## src/rtl/aes_sched_pkg.sv

```systemverilog
// Shared state and mode encodings for the AES job scheduler.
package aes_sched_pkg;

    typedef enum logic [2:0] {IDLE, KEY, START, WAIT, OUT} state_t;
    typedef enum logic {ENC = 1'b0, DEC = 1'b1} mode_t;

endpackage

```

## src/rtl/taxi_axis_if.sv

```systemverilog
// Minimal AXI-Stream bundle (tdata/tvalid/tready) with source and sink views.
interface taxi_axis_if #(
    parameter int DATA_W = 128
) ();

    logic [DATA_W-1:0] tdata;
    logic              tvalid;
    logic              tready;

    modport src (output tdata, output tvalid, input tready);
    modport snk (input tdata, input tvalid, output tready);

endinterface

```

## src/rtl/aes_rr_arb2.sv

```systemverilog
// Two-way round-robin arbiter: the pointer favours the side not served last.
module aes_rr_arb2
    import aes_sched_pkg::*;
(
    input  logic       clk,
    input  logic       rst,
    input  logic [1:0] req,
    input  logic       update,
    input  mode_t      served,
    output logic [1:0] grant
);

    mode_t ptr_reg;

    always_comb begin
        grant = 2'b00;
        if (req[0] && (ptr_reg == ENC || !req[1])) begin
            grant = 2'b01;
        end else if (req[1]) begin
            grant = 2'b10;
        end
    end

    always_ff @(posedge clk) begin
        if (rst) begin
            ptr_reg <= ENC;
        end else if (update) begin
            ptr_reg <= (served == ENC) ? DEC : ENC;
        end
    end

endmodule

```

## src/rtl/aes_engine_sched.sv

```systemverilog
// Schedules encrypt/decrypt jobs and key expansions onto one shared AES engine.
// Optional watchdog on engine completion: define AES_SCHED_TIMEOUT_EN.
module aes_engine_sched
    import aes_sched_pkg::*;
#(
    parameter int DATA_W      = 128,
    parameter int TIMEOUT_CYC = 1024
) (
    input  logic              clk,
    input  logic              rst,
    taxi_axis_if.snk          s_axis_enc,
    taxi_axis_if.snk          s_axis_dec,
    taxi_axis_if.src          m_axis_enc,
    taxi_axis_if.src          m_axis_dec,
    input  logic              i_ekey_update,
    input  logic              i_dkey_update,
    output logic              o_eng_start,
    output logic              o_eng_dec,
    output logic [DATA_W-1:0] o_eng_din,
    output logic              o_eng_ekey_load,
    output logic              o_eng_dkey_load,
    input  logic              i_eng_done,
    input  logic [DATA_W-1:0] i_eng_dout,
`ifdef AES_SCHED_TIMEOUT_EN
    output logic              o_timeout,
`endif
    output logic              o_busy
);

    state_t            state_reg;
    mode_t             mode_reg;
    logic [DATA_W-1:0] din_reg;
    logic [DATA_W-1:0] dout_reg;
    logic              start_reg;
    logic              ekey_load_reg;
    logic              dkey_load_reg;
    logic              out_valid_reg;
    logic              ekey_pend_reg;
    logic              dkey_pend_reg;
    logic              key_pend;
    logic              grant_en;
    logic [1:0]        grant;
    logic              out_hs;
    logic              tmo_hit;

    if (TIMEOUT_CYC < 2) begin : g_bad_timeout
        $error("TIMEOUT_CYC must be at least 2");
    end

    // An update pulse coinciding with its own load pulse wins, so no update is lost.
    always_ff @(posedge clk) begin
        if (rst) begin
            ekey_pend_reg <= 1'b0;
            dkey_pend_reg <= 1'b0;
        end else begin
            ekey_pend_reg <= i_ekey_update | (ekey_pend_reg & ~ekey_load_reg);
            dkey_pend_reg <= i_dkey_update | (dkey_pend_reg & ~dkey_load_reg);
        end
    end

    assign key_pend = ekey_pend_reg | dkey_pend_reg;
    assign grant_en = (state_reg == IDLE) && !key_pend;

    aes_rr_arb2 u_arb (
        .clk    (clk),
        .rst    (rst),
        .req    ({s_axis_dec.tvalid, s_axis_enc.tvalid}),
        .update (out_hs),
        .served (mode_reg),
        .grant  (grant)
    );

    assign s_axis_enc.tready = grant_en & grant[0];
    assign s_axis_dec.tready = grant_en & grant[1];

    assign out_hs = (state_reg == OUT) &&
                    ((mode_reg == ENC) ? m_axis_enc.tready : m_axis_dec.tready);

`ifdef AES_SCHED_TIMEOUT_EN
    localparam int TMO_W = $clog2(TIMEOUT_CYC + 1);

    logic [TMO_W-1:0] tmo_cnt_reg;
    logic             timeout_reg;

    // Counts cycles spent in the current KEY/WAIT visit; every visit starts from IDLE or START.
    always_ff @(posedge clk) begin
        if (rst || !(state_reg == WAIT || state_reg == KEY)) begin
            tmo_cnt_reg <= '0;
        end else begin
            tmo_cnt_reg <= tmo_cnt_reg + 1'b1;
        end
    end

    assign tmo_hit = (tmo_cnt_reg == TMO_W'(TIMEOUT_CYC - 1));

    always_ff @(posedge clk) begin
        if (rst) begin
            timeout_reg <= 1'b0;
        end else if (tmo_hit && !i_eng_done && (state_reg == WAIT || state_reg == KEY)) begin
            timeout_reg <= 1'b1;
        end
    end

    assign o_timeout = timeout_reg;
`else
    assign tmo_hit = 1'b0;
`endif

    always_ff @(posedge clk) begin
        if (rst) begin
            state_reg     <= IDLE;
            mode_reg      <= ENC;
            din_reg       <= '0;
            dout_reg      <= '0;
            start_reg     <= 1'b0;
            ekey_load_reg <= 1'b0;
            dkey_load_reg <= 1'b0;
            out_valid_reg <= 1'b0;
        end else begin
            start_reg     <= 1'b0;
            ekey_load_reg <= 1'b0;
            dkey_load_reg <= 1'b0;
            case (state_reg)
                IDLE: begin
                    if (ekey_pend_reg) begin
                        ekey_load_reg <= 1'b1;
                        state_reg     <= KEY;
                    end else if (dkey_pend_reg) begin
                        dkey_load_reg <= 1'b1;
                        state_reg     <= KEY;
                    end else if (s_axis_enc.tready) begin
                        din_reg   <= s_axis_enc.tdata;
                        mode_reg  <= ENC;
                        start_reg <= 1'b1;
                        state_reg <= START;
                    end else if (s_axis_dec.tready) begin
                        din_reg   <= s_axis_dec.tdata;
                        mode_reg  <= DEC;
                        start_reg <= 1'b1;
                        state_reg <= START;
                    end
                end
                KEY: begin
                    if (i_eng_done || tmo_hit) begin
                        state_reg <= IDLE;
                    end
                end
                START: state_reg <= WAIT;
                WAIT: begin
                    if (i_eng_done) begin
                        dout_reg      <= i_eng_dout;
                        out_valid_reg <= 1'b1;
                        state_reg     <= OUT;
                    end else if (tmo_hit) begin
                        state_reg <= IDLE;
                    end
                end
                OUT: begin
                    if (out_hs) begin
                        out_valid_reg <= 1'b0;
                        state_reg     <= IDLE;
                    end
                end
                default: state_reg <= IDLE;
            endcase
        end
    end

    assign m_axis_enc.tvalid = out_valid_reg && (mode_reg == ENC);
    assign m_axis_dec.tvalid = out_valid_reg && (mode_reg == DEC);
    assign m_axis_enc.tdata  = dout_reg;
    assign m_axis_dec.tdata  = dout_reg;

    assign o_eng_start     = start_reg;
    assign o_eng_dec       = (mode_reg == DEC);
    assign o_eng_din       = din_reg;
    assign o_eng_ekey_load = ekey_load_reg;
    assign o_eng_dkey_load = dkey_load_reg;
    assign o_busy          = (state_reg != IDLE);

endmodule

```

## src/flat_wrapper.sv

```systemverilog
// flat-port wrapper written by rule: the top's interface ports become plain ports
module aes_engine_sched_flat import aes_sched_pkg::*;
#(
    parameter int DATA_W      = 128,
    parameter int TIMEOUT_CYC = 1024
)
  (clk, rst, i_ekey_update, i_dkey_update, o_eng_start, o_eng_dec, o_eng_din, o_eng_ekey_load, o_eng_dkey_load, i_eng_done, i_eng_dout, o_busy, s_axis_enc_tdata, s_axis_enc_tvalid, s_axis_enc_tready, s_axis_dec_tdata, s_axis_dec_tvalid, s_axis_dec_tready, m_axis_enc_tdata, m_axis_enc_tvalid, m_axis_enc_tready, m_axis_dec_tdata, m_axis_dec_tvalid, m_axis_dec_tready);
  taxi_axis_if #(.DATA_W(DATA_W)) s_axis_enc_i ();
  taxi_axis_if #(.DATA_W(DATA_W)) s_axis_dec_i ();
  taxi_axis_if #(.DATA_W(DATA_W)) m_axis_enc_i ();
  taxi_axis_if #(.DATA_W(DATA_W)) m_axis_dec_i ();
  input  logic clk;
  input  logic rst;
  input  logic i_ekey_update;
  input  logic i_dkey_update;
  output logic o_eng_start;
  output logic o_eng_dec;
  output logic [DATA_W-1:0] o_eng_din;
  output logic o_eng_ekey_load;
  output logic o_eng_dkey_load;
  input  logic i_eng_done;
  input  logic [DATA_W-1:0] i_eng_dout;
  output logic o_busy;
  input wire logic [$bits(s_axis_enc_i.tdata)-1:0] s_axis_enc_tdata;
  input wire logic [$bits(s_axis_enc_i.tvalid)-1:0] s_axis_enc_tvalid;
  output wire logic [$bits(s_axis_enc_i.tready)-1:0] s_axis_enc_tready;
  input wire logic [$bits(s_axis_dec_i.tdata)-1:0] s_axis_dec_tdata;
  input wire logic [$bits(s_axis_dec_i.tvalid)-1:0] s_axis_dec_tvalid;
  output wire logic [$bits(s_axis_dec_i.tready)-1:0] s_axis_dec_tready;
  output wire logic [$bits(m_axis_enc_i.tdata)-1:0] m_axis_enc_tdata;
  output wire logic [$bits(m_axis_enc_i.tvalid)-1:0] m_axis_enc_tvalid;
  input wire logic [$bits(m_axis_enc_i.tready)-1:0] m_axis_enc_tready;
  output wire logic [$bits(m_axis_dec_i.tdata)-1:0] m_axis_dec_tdata;
  output wire logic [$bits(m_axis_dec_i.tvalid)-1:0] m_axis_dec_tvalid;
  input wire logic [$bits(m_axis_dec_i.tready)-1:0] m_axis_dec_tready;
  assign s_axis_enc_i.tdata = s_axis_enc_tdata;
  assign s_axis_enc_i.tvalid = s_axis_enc_tvalid;
  assign s_axis_enc_tready = s_axis_enc_i.tready;
  assign s_axis_dec_i.tdata = s_axis_dec_tdata;
  assign s_axis_dec_i.tvalid = s_axis_dec_tvalid;
  assign s_axis_dec_tready = s_axis_dec_i.tready;
  assign m_axis_enc_tdata = m_axis_enc_i.tdata;
  assign m_axis_enc_tvalid = m_axis_enc_i.tvalid;
  assign m_axis_enc_i.tready = m_axis_enc_tready;
  assign m_axis_dec_tdata = m_axis_dec_i.tdata;
  assign m_axis_dec_tvalid = m_axis_dec_i.tvalid;
  assign m_axis_dec_i.tready = m_axis_dec_tready;
  aes_engine_sched #(.DATA_W(DATA_W), .TIMEOUT_CYC(TIMEOUT_CYC)) u_core (.clk(clk), .rst(rst), .s_axis_enc(s_axis_enc_i), .s_axis_dec(s_axis_dec_i), .m_axis_enc(m_axis_enc_i), .m_axis_dec(m_axis_dec_i), .i_ekey_update(i_ekey_update), .i_dkey_update(i_dkey_update), .o_eng_start(o_eng_start), .o_eng_dec(o_eng_dec), .o_eng_din(o_eng_din), .o_eng_ekey_load(o_eng_ekey_load), .o_eng_dkey_load(o_eng_dkey_load), .i_eng_done(i_eng_done), .i_eng_dout(i_eng_dout), .o_busy(o_busy));
endmodule
```

## config.mk

```make
export PLATFORM = sky130hd
export DESIGN_NAME = aes_engine_sched_flat
export DESIGN_NICKNAME = d
export VERILOG_FILES = /design/src/rtl/aes_sched_pkg.sv /design/src/rtl/taxi_axis_if.sv /design/src/rtl/aes_rr_arb2.sv /design/src/rtl/aes_engine_sched.sv /design/src/flat_wrapper.sv
export SDC_FILE = /design/constraint.sdc
export NUM_CORES = 1
export LEC_CHECK = 0
export BUFFER_PORTS_ARGS = -buffer_cell sky130_fd_sc_hd__buf_4
export CAP_MARGIN = 10
export CELL_PAD_IN_SITES_DETAIL_PLACEMENT = 1
export CELL_PAD_IN_SITES_GLOBAL_PLACEMENT = 1
export CORE_AREA = 2 2 310 312
export DETAILED_ROUTE_END_ITERATION = 10
export DIE_AREA = 0 0 312 314
export PLACE_DENSITY = 0.43
export SLEW_MARGIN = 20
export SYNTH_ARGS = -nofsm -noshare
export SYNTH_HDL_FRONTEND = slang
export SYNTH_SLANG_ARGS = --single-unit
```

## constraint.sdc

```tcl
create_clock -name clk -period 1.7 [get_ports clk]
set_input_delay 0.17 -clock clk [delete_from_list [all_inputs] [get_ports clk]]
set_output_delay 0.17 -clock clk [all_outputs]
set_load 0.01 [all_outputs]
```

# Word level (Yosys, flattened, before mapping)
# Index checks and enable logic that the tools add are counted.
[word_totals]
inputBits = 393
ff_bits = 267
output_inout_bits = 393
word_cells = 75
[op_classes]
mux = 23
n_reduce_logical = 19
n_eq_ne = 8
n_bitwise = 14
[ops]
columns = ["operator", "count"]
rows = [
  ["2-to-1 mux 128 bit", 2],
  ["2-to-1 mux 3 bit", 7],
  ["case mux 3 bit (5 select lines)", 1],
  ["2-to-1 mux 1 bit", 10],
  ["AND reduction 4 bit", 2],
  ["inverter 1 bit", 7],
  ["== test 3 x 2 -> 1 bit (second input constant)", 2],
  ["logical AND 1 bit", 5],
  ["inequality test 5 x 3 -> 1 bit (second input constant)", 1],
  ["bitwise AND 1 bit", 4],
  ["2-to-1 mux 2 bit", 2],
  ["inequality test 2 bit (second input constant)", 2],
  ["nonzero test 2 bit", 2],
  ["OR reduction 4 bit", 1],
  ["== test 3 x 1 -> 1 bit (second input constant)", 1],
  ["== test 3 bit (second input constant)", 1],
  ["zero test 3 bit", 1],
  ["bitwise OR 1 bit", 3],
  ["AND reduction 3 bit", 1],
  ["nonzero test 3 bit", 1],
  ["OR reduction 3 bit", 1],
  ["zero test 1 bit", 2],
  ["inequality test 2 x 1 -> 1 bit (second input constant)", 1],
  ["case mux 1 bit (2 select lines)", 1],
  ["other kinds (3)", 3],
]

# Longest topological paths before layout
[logic_depth]
depth_word = 10
ltp_mapped = 7

# Hierarchy
# Synthesis repeated with hierarchy kept, for this count alone.
[unflattened]
hier_cells = 1447
hier_area_um2 = 11987.7
[modules_own_cells]
columns = ["module", "area_each_um2", "n_inst", "cells_per_inst"]
rows = [
  ["aes_engine_sched", 11932.7, 1, 1441],
  ["aes_rr_arb2", 55.1, 1, 6],
]

# Worst setup path after synthesis
# OpenSTA, ideal clock, no wires.
[synth_timing]
path_kind = "reg2reg"
startpoint = "register u_core.state_reg[2]"
endpoint = "register u_core.din_reg[10] (netlist: u_core.o_eng_din[10])"
required_ps = 1562
path_slack_ps = 20
setup_time_ps = 138
arrival_ps = 1543
path_stages_with_launch = 7
n_path_buf = 2
cell_sequence = "dfxtp_1 > nor3_2 > inv_2 > nor3_4 > buf_4 > clkbuf_1 > a211oi_1"
[synth_between]
elab_chain_len = 5
[synth_lines]
columns = ["element", "line_no", "source"]
rows = [
  ["start: declaration", "aes_engine_sched.sv:30", "state_t state_reg;"],
  ["start signal: assignment", "aes_engine_sched.sv:111", "state_reg <= IDLE;"],
  ["start signal: assignment", "aes_engine_sched.sv:127", "state_reg <= KEY;"],
  ["start signal: assignment", "aes_engine_sched.sv:130", "state_reg <= KEY;"],
  ["zero test 3 bit (*)", "aes_engine_sched.sv:62, aes_engine_sched.sv:123", ""],
  ["logical AND 1 bit", "aes_engine_sched.sv:62", "assign grant_en = (state_reg == IDLE) && !key_pend;"],
  ["bitwise AND 1 bit, on equally long branches", "aes_engine_sched.sv:73, aes_engine_sched.sv:74", ""],
  ["nonzero test 2 bit (no line)", "--", ""],
  ["AND reduction 4 bit (no line)", "--", ""],
  ["end signal: assignment", "aes_engine_sched.sv:132", "din_reg <= s_axis_enc.tdata;"],
  ["end signal: assignment", "aes_engine_sched.sv:137", "din_reg <= s_axis_dec.tdata;"],
  ["end: declaration", "aes_engine_sched.sv:32", "logic [DATA_W-1:0] din_reg;"],
]
# Every way passes the cells marked *; elsewhere a longest branch is shown, timed or not.
# A chain may end at the register's enable or synchronous reset.

# Final worst setup path
[layout_timing]
startpoint = "register u_core.state_reg[0]"
endpoint = "register u_core.din_reg[116] (netlist: u_core.o_eng_din[116])"
# Same word-level chain as after synthesis.

==> metrics.md <==
| Metric | Value |
|---|---|
| Cell count after synthesis | 1311 |
| Buf/Inv on CP | 7 |
| Crit-path max cell delay | between 0.3 and 0.4 ns |
| Share of total power in sequential cells | 0.352 |
| Max Fclk | roughly 540 MHz |
| Clk_skew | between 0.02 and 0.025 ns |
| Layout cell share with drive strength beyond 1 | 0.460 |
| Die width | roughly 310 um |
| Port Buffer Count | a little under 800 |
| Distinct cells, synth | 33 |
| Switching Share | 0.281 |
| Syn avg cell area | approximately 8.6 um^2 |
| Clock Path Buffers | 3 |
| Drt pass-1 iters | 4 |
| Post-synth EDFFs | 0 |
| Met1 wire length | 25.3 mm |
| Failing checks | setup timing |
| Clock share of power | 0.380 |
| Worst hold slack | around 0.022 ns |
| Worst min path class | input pin to flop |
| Instance area after placement | about 0.018 mm^2 |
| Residual DRC | 0 |
| Ys async rst share | 0 |
| Metal2 WL | ~36 mm |
| Routed wl met3 | between 4 and 5 mm |
| Core ar. | 0.0944 mm^2 |
| Antenna violations before repair | 10 |
| Largest net degree at the start of global routing | 52 |
| FF+latch count, synth | 267 |
| Synth top area share | 0.472 |
| Power per standard cell area | a little over 800 mW/mm^2 |
| Pre-CTS setup slack | -0.0830 ns |
| H-tree Lvls | 2 |
| Starting density of the core | 0.120 |
| Arr. time, crit path | approximately 2.3 ns |
| Max IR drop VDD | 0.000492 V |
| Highest routed metal layer | met4 |
| Layout area overhead | 114% |
| Vias | approximately 13000 |
| CP delay by family, top | buffers and inverters |
| WL final | approximately 68 mm |
| First-pass GRT wire length | 91.9 mm |
| Final setup violation count | 115 |
| Synth area leaders | dfxtp_1, mux2i_1, buf_4 |
| Non-Filler Instances | roughly 3600 |
| Tcrit/Tclk final | 1.10 |
| P_sw | 5610 uW |
| Critical Path Start Type | flop |
| Critical path required time | 2.11 ns |
| Num rows | ~110 |
| Clk pin slew, worst setup/hold paths | ~0.060 ns |
| Detailed Route Iter0 Violations | 384 |
| CP Capture Type | flop |
| CTS sink count | 267 |
| Crit path max-delay cell type | dfxtp_4 |
| Most common cell in the netlist | dfxtp_1 |
| Maximum fanout along the worst path | 5 |
| Post-synth top flop | dfxtp_1 |
| Worst setup startpoint | u_core.state_reg[0] |
| Comb pwr share | 0.268 |
| Rel. slew slack | 0.657 |
| Leak pwr | approximately 0.011 uW |
| Final antenna-violating net count | 0 |
| Max-Cap Viols | 0 |
| Vias in the first global route | between 10000 and 15000 |
| RePlAce Congestion | between 0.7 and 0.8 |
| Dpl cells | roughly 3200 |
| Ports | 786 |
| Final Hold Vio Count | 0 |
| Post-layout min period | roughly 1.9 ns |
| Die height | around 310 um |
| Layout Nets | between 2000 and 3000 |
| Yosys warning total | 0 |
| Wirelength per Cell | 18.5 um |
| Vias/cell | 3.69 |
| Worst Slack Setup Final | -0.165 ns |
| CTS tree | done |
| Fin area | 0.0243 mm^2 |
| Crit-path cells | nor3_4 > inv_2 > buf_4 > nor3_4 > buf_6 > buf_12 > clkbuf_16 > buf_8 > clkbuf_16 > a211oi_1 |
| Post-Synthesis Net Count | between 1500 and 2000 |
| RSZ-0062 raised after global routing | yes |
| Grt total ovfl | 0 |
| Worst skew pair latency | around 0.55 ns |
| Status | complete, but fails checks |
| Int Power | 14400 uW |
| DP HPWL | between 40 and 50 mm |
| HP Start | s_axis_dec_tdata[108] |
| Post-synth top cells | dfxtp_1, nand2_1, nor2_1 |
| Critical R2R Launch | u_core.state_reg[0] |
| Mapped cell area | 0.0113 mm^2 |
| Slew Limit Fails | 0 |
| Register area share after synthesis | 0.472 |
| Setup CP Type | flop to flop |
| Die area | approximately 0.098 mm^2 |
| Num CTS Buffers | 37 |
| Post-synth top area cell | dfxtp_1 |
| GRT Total Usage | 0.123 |
| Root Buffer | clkbuf_16 |
| Worst slew pin tran | a little over 0.5 ns |
power groups by stage:
| stage | registers, uW | clock network, uW | logic (uW) |
|---|---|---|---|
| 5_1_grt | 7090 | 8200 | 5760 |
| 3_3_place_gp | 7140 | 0 | 3740 |
| 4_1_cts | 7030 | 7950 | 4850 |
| 3_5_place_dp | 7150 | 0 | 3810 |
| 6_report | 7040 | 7600 | 5360 |
| 2_1_floorplan | 7290 | 0 | 1390 |
cell usage in the layout, fill, tap and decap left out, drive strengths merged, types with 3 or more instances in the layout:
cell	netlist	routed
buf	156	918
and3	3	3
clkbuf	72	77
dlygate4sd3	0	298
dfxtp	267	267
mux2i	127	127
and2	3	3
nand2	258	258
diode	0	3
a21oi	133	133
nor3	6	6
a211oi	126	126
nor2	136	136
inv	5	6
routing by layer:
layer  vias to the layer above  global-route usage
met5                         -                   0
met4                         0              0.0293
met3                        76              0.0395
met2                       518               0.234
met1                      6421               0.129
li1                       6425                   -
cell type report:
cell class                 count  area, um^2
multi-input combinational    811        5080
clock inverter                 2        38.8
sequential                   267        5350
tap                         1265        1580
inverter                       5        18.8
timing repair buffer        1235       11100
antenna                        3        7.51
clock buffer                  58        1120
fill                       11000       70100
what timing repair did:
item / in CTS / in global routing
endpoints found under the hold margin: 220 / 1
buffers inserted: 23 / 18
hold buffers: 297 / 1
pin swaps: 42 / 79
gates resized for setup: 47 / 152
cloned: 9 / 27
endpoints found under the setup margin: 127 / 244
worst paths after layout:
check,endpoint,slack (ns),cells past startpoint
worst min register to register,u_core.m_axis_dec.tdata[127],0.47,2
worst max-delay path,u_core.o_eng_din[116],-0.17,10
worst min-delay path,u_core.o_eng_din[108],0.02,3
worst max register to register,u_core.o_eng_din[116],-0.17,10
cell families after synthesis:
family | share of synthesized area
mux | 0.112
flops | 0.472
buf+inv | 0.123
simple gates | 0.143
compound gates | 0.151
worst reg2reg max path: cells and delay by family (launching register included):
family	cells	cell delay, ns
compound gates	1	0.06
simple gates	2	0.41
flops	1	0.35
buf+inv	7	0.90
metrics by stage:
| stage | power, uW | util | TNS (ns) |
|---|---|---|---|
| 2_1_floorplan | 8680 | - | 0 |
| 3_3_place_gp | 10900 | 0.194 | 0 |
| 3_5_place_dp | 11000 | 0.194 | -1.37 |
| 4_1_cts | 19800 | 0.244 | -10.80 |
| 5_1_grt | 21100 | 0.257 | -22.96 |
| 6_report | 20000 | 0.257 | -9.64 |
Power figures use the tool's default switching activity.
